==> src/rtl/apb_master_bridge.sv <==
// APB requester: turns single-beat client commands into SETUP/ACCESS transfers,
// returning read data and error status through a one-cycle response strobe.
module apb_master_bridge #(
    parameter int ADDR_W  = 9,
    parameter int DATA_W  = 16,
    parameter int TIMEOUT = 15
) (
    input  logic              clock,
    input  logic              resetN,
    input  logic              cmd_valid,
    output logic              cmd_ready,
    input  logic              cmd_write,
    input  logic [ADDR_W-1:0] cmd_addr,
    input  logic [DATA_W-1:0] cmd_wdata,
    output logic              rsp_valid,
    output logic [DATA_W-1:0] rsp_rdata,
    output logic              rsp_err,
    output logic              PSel,
    output logic              PEnable,
    output logic              PWrite,
    output logic [ADDR_W-1:0] PAddress,
    output logic [DATA_W-1:0] PWData,
    input  logic [DATA_W-1:0] PRData,
    input  logic              PReady,
    input  logic              PSLERR
);

    typedef enum logic [1:0] {IDLE, SETUP, ACCESS} state_t;

    localparam logic [7:0] TIMEOUT_C = 8'(TIMEOUT);

    state_t              state_q, state_d;
    logic                pwrite_q, pwrite_d;
    logic [ADDR_W-1:0]   paddr_q, paddr_d;
    logic [DATA_W-1:0]   pwdata_q, pwdata_d;
    logic                rsp_valid_q, rsp_valid_d;
    logic [DATA_W-1:0]   rsp_rdata_q, rsp_rdata_d;
    logic                rsp_err_q, rsp_err_d;
    logic [7:0]          wait_cnt_q, wait_cnt_d;
    logic [7:0]          wait_inc;

    always_comb begin
        state_d     = state_q;
        pwrite_d    = pwrite_q;
        paddr_d     = paddr_q;
        pwdata_d    = pwdata_q;
        rsp_valid_d = 1'b0;
        rsp_rdata_d = rsp_rdata_q;
        rsp_err_d   = rsp_err_q;
        wait_cnt_d  = wait_cnt_q;
        // Saturating increment: the counter must never wrap back to zero.
        wait_inc    = (wait_cnt_q == 8'hFF) ? 8'hFF : wait_cnt_q + 8'd1;

        case (state_q)
            IDLE: begin
                if (cmd_valid) begin
                    pwrite_d   = cmd_write;
                    paddr_d    = cmd_addr;
                    pwdata_d   = cmd_wdata;
                    wait_cnt_d = 8'd0;
                    state_d    = SETUP;
                end
            end
            SETUP: state_d = ACCESS;
            ACCESS: begin
                // A ready responder wins over a timeout reached on the same edge.
                if (PReady) begin
                    rsp_valid_d = 1'b1;
                    rsp_rdata_d = pwrite_q ? '0 : PRData;
                    rsp_err_d   = PSLERR;
                    state_d     = IDLE;
                end else begin
                    wait_cnt_d = wait_inc;
                    if (wait_inc >= TIMEOUT_C) begin
                        rsp_valid_d = 1'b1;
                        rsp_rdata_d = '0;
                        rsp_err_d   = 1'b1;
                        state_d     = IDLE;
                    end
                end
            end
            default: state_d = IDLE;
        endcase
    end

    always_ff @(posedge clock or negedge resetN) begin
        if (!resetN) begin
            state_q     <= IDLE;
            pwrite_q    <= 1'b0;
            paddr_q     <= '0;
            pwdata_q    <= '0;
            rsp_valid_q <= 1'b0;
            rsp_rdata_q <= '0;
            rsp_err_q   <= 1'b0;
            wait_cnt_q  <= 8'd0;
        end else begin
            state_q     <= state_d;
            pwrite_q    <= pwrite_d;
            paddr_q     <= paddr_d;
            pwdata_q    <= pwdata_d;
            rsp_valid_q <= rsp_valid_d;
            rsp_rdata_q <= rsp_rdata_d;
            rsp_err_q   <= rsp_err_d;
            wait_cnt_q  <= wait_cnt_d;
        end
    end

    assign cmd_ready = (state_q == IDLE);
    assign PSel      = (state_q != IDLE);
    assign PEnable   = (state_q == ACCESS);
    assign PWrite    = pwrite_q;
    assign PAddress  = paddr_q;
    assign PWData    = pwdata_q;
    assign rsp_valid = rsp_valid_q;
    assign rsp_rdata = rsp_rdata_q;
    assign rsp_err   = rsp_err_q;

endmodule

==> config.mk <==
export PLATFORM = sky130hd
export DESIGN_NAME = apb_master_bridge
export DESIGN_NICKNAME = d
export VERILOG_FILES = /design/src/rtl/apb_master_bridge.sv
export SDC_FILE = /design/constraint.sdc
export NUM_CORES = 1
export LEC_CHECK = 0
export ABC_AREA = 1
export BUFFER_PORTS_ARGS = -buffer_cell sky130_fd_sc_hd__buf_2
export CAP_MARGIN = 10
export CORE_MARGIN = 10
export CORE_UTILIZATION = 48
export CTS_BUF_LIST = sky130_fd_sc_hd__clkbuf_16
export CTS_CLUSTER_DIAMETER = 50
export DETAILED_ROUTE_END_ITERATION = 8
export PLACE_DENSITY = 0.79
export SETUP_SLACK_MARGIN = 0.4
export SYNTH_ARGS = -nofsm -noshare
export SYNTH_HDL_FRONTEND = slang
export SYNTH_SLANG_ARGS = --single-unit
==> constraint.sdc <==
create_clock -name clock -period 1.8 [get_ports clock]
set_input_delay 0.09 -clock clock [delete_from_list [all_inputs] [get_ports clock]]
set_output_delay 0.09 -clock clock [all_outputs]
set_load 0.01 [all_outputs]
==> metrics.txt <==
Fmax achieved 0.574 GHz; reg2reg end rsp_rdata[11]$_DFFE_PN0P_; Max IR drop VDD 757 uV; Clock Latency Late Sink 0.29 ns; skew final 0.00853 ns; switching share of power 40.0%; largest net degree at the start of global routing 48; post-route ant nets 0; initial antenna violation count 0; remaining global-route overflow 0; Final Instance Area 3410 um2; Final WS setup 0.0570 ns; setup slack, reg-to-reg 0.06 ns; first-pass GRT wire length 11600 um; CP Max Fanout 5; Distinct cells, synth 23; crit-path most repeated cell nand2_2; Pint 3050 uW; Synth Warn # 0; max-cap viol count 0; Leak Pwr 0.00195 uW; Layout Nets 443; initial DRC count 228; period utilization 96.8%; part of the Yosys area used for sequential elements 57.3%; ant diodes 0; Worst Path Required 2.03 ns; failing checks negative hold slack; Die Y 90.1 um; utilization after layout 71.7%; Post-Synthesis Cells 280; Tot GR Track Use 16.9%; clock buffers created by TritonCTS 5; CTS Sinks 54; Via density 5.08; Slew Limit Fails 0; die area 8120 um2; RePlAce Congestion 0.932; vias in the first global route 2418; Power, Total 5080 uW; Mapped Nets 328; H-tree depth 2; # DRC 0; crit path to rsp_rdata[11]$_DFFE_PN0P_; DR vias 2345; Worst-Margin Slew 0.468 ns; Starting Density 49.6%; core area 4750 um2; Cells after DPL 434; mean post-synth cell area 8.43 um2; Comb pwr share 41.6%; Setup CP Type register to register; unrepaired setup endpoints after global routing yes; slowest stage cell, crit path dfrtp_1; Period minus WS final 1.74 ns; CTS tree yes; hold depth 3; Setup crit start kind register; average wire per standard cell 16.0 um; final non-filler cell total 462; Final Hold Fails 1; register share of total power 40.4%; hold slack -0.000100 ns; clock power share 18.0%; Worst EP arrival 1.97 ns; outcome complete, but fails checks; share of layout cells above drive strength 1 40.3%; Worst-path clk slew 0.07 ns; HP Class primary input to register; Slew headroom 68.6%; worst-path cell chain ha_4, nand3_4, o21bai_1, nand2_1, nor2_2, nand4_4, nand2_4, nand2_2, nand2_2; slowest stage delay, CP 0.41 ns; DRT Pass-1 Iters 4; Yosys reg bits 54; Net Switching 2030 uW; WL final 7400 um; io pins 94; pwr dens 1490 nW/um2; dpl cell area 2900 um2; Reg-to-Reg Start wait_cnt_q[0]$_DFFE_PN0P_; Clock Path Buffers 2; area grow syn2layout 44.5%; Setup Viol. Count Final 0; Root Driver clkbuf_16; Port Buffers 93; die width 90.1 um; launch point of the worst path wait_cnt_q[0]$_DFFE_PN0P_; Crit. End Element register; row count 25; synthesized cell area 2360 um2; Post-Place Worst Slack 0.180 ns; DP HPWL 4630 um; R2R cell count 9
per-layer routing:
layer  global-route usage [%]  share of wire (%)  up-vias
met5                        0                  0        -
met4                     4.64                2.3        0
met3                     5.99                7.9       16
met2                     29.9                 51      108
met1                     18.8                 39     1106
li1                         -                  -     1115
stage by stage:
step | hold slack, ns | setup TNS [ns]
floorplan | -0.206 | 0
global placement | -0.0529 | 0
detailed placement | -0.0540 | 0
CTS | 0.000822 | 0
global route | 0.0117 | -0.641
finish | -0.000100 | 0
cells in the final DEF (no fill, tap or decap):
master / n
nand2_1: 111
buf_2: 94
dfrtp_1: 54
nand2_2: 24
inv_1: 17
nand4_1: 16
dlygate4sd3_1: 13
nand2_4: 9
o21ai_0: 8
nor2_4: 5
nand3_1: 5
clkbuf_16: 5
nor2_2: 3
nor2_1: 3
inv_2: 3
o22ai_1: 3
buf_4: 3
buf_6: 3
nand3_4: 2
o21ai_2: 2
a21oi_1: 2
o21ai_1: 2
o21bai_1: 1
nand4_4: 1
inv_4: 1
clkinv_1: 1
ha_4: 1
clkinvlp_4: 1
buf_8: 1
buf_12: 1
cells in the mapped netlist, drive strengths merged:
master  count  share of area [%]
nor2       11                2.5
a21oi       2               0.42
clkinv      2               0.32
nand4      17                4.8
o22ai       3               0.80
ha          1               0.53
dfrtp      54                 57
o21bai      1               0.32
nand2     141                 23
inv        19                3.0
clkbuf      3               0.90
nand3       7                1.5
buf         7                2.0
o21ai      12                2.5
final cells by class:
type | instances | area [um2]
Clock buffer | 5 | 125
Clock inverter | 2 | 11.3
Fill cell | 352 | 1350
Inverter | 21 | 81.3
Multi-Input combinational cell | 198 | 1060
Sequential cell | 54 | 1350
Tap cell | 67 | 83.8
Timing Repair Buffer | 115 | 692
worst max-delay path: cells and delay by family (launching register included):
family / cells / cell delay [ns]
compound gates: 1 / 0.21
fa+ha+maj: 1 / 0.19
flops: 1 / 0.41
simple gates: 7 / 0.88
worst min-delay path by stage:
stage,from,end
2_1_floorplan,resetN,PAddress[0]$_DFFE_PN0P_
3_3_place_gp,resetN,rsp_valid$_DFF_PN0_
3_5_place_dp,resetN,rsp_rdata[6]$_DFFE_PN0P_
4_1_cts,cmd_addr[2],PAddress[2]$_DFFE_PN0P_
5_1_grt,cmd_addr[2],PAddress[2]$_DFFE_PN0P_
6_report,cmd_addr[2],PAddress[2]$_DFFE_PN0P_
sequential cells by signal, summed over array words and instances, names as in the netlist:
register / flops
rsp_err: 1
PAddress: 9
state_q: 2
PWData: 16
rsp_rdata: 16
PWrite: 1
rsp_valid: 1
wait_cnt_q: 8
power by group through the flow:
stage	Clock [uW]	Sequential, uW	Combinational, uW
floorplan	0	2220	822
global placement	0	1990	1810
detailed placement	0	2000	1870
CTS	930	2010	2030
global route	975	2110	2350
finish	914	2050	2110
what timing repair did:
action | in CTS | in global routing
resized for setup | 24 | 34
endpoints found under the hold margin | 66 | 0
pin swaps | 14 | 12
hold buffers | 13 | 0
gates cloned | 4 | 0
endpoints found under the setup margin | 47 | 28
setup buffers | 4 | 0
logic make-up (layout without fill, tap and decap cells):
logic type	after synthesis	in the layout	synth area share (%)
AOI/OAI and AO/OA	18	18	4.08
adders and majority gates	1	1	0.530
DFF	54	54	57.3
buffers and inverters	31	143	6.20
and+or+nand+nor	176	179	31.9
Power figures use the tool's default switching activity.
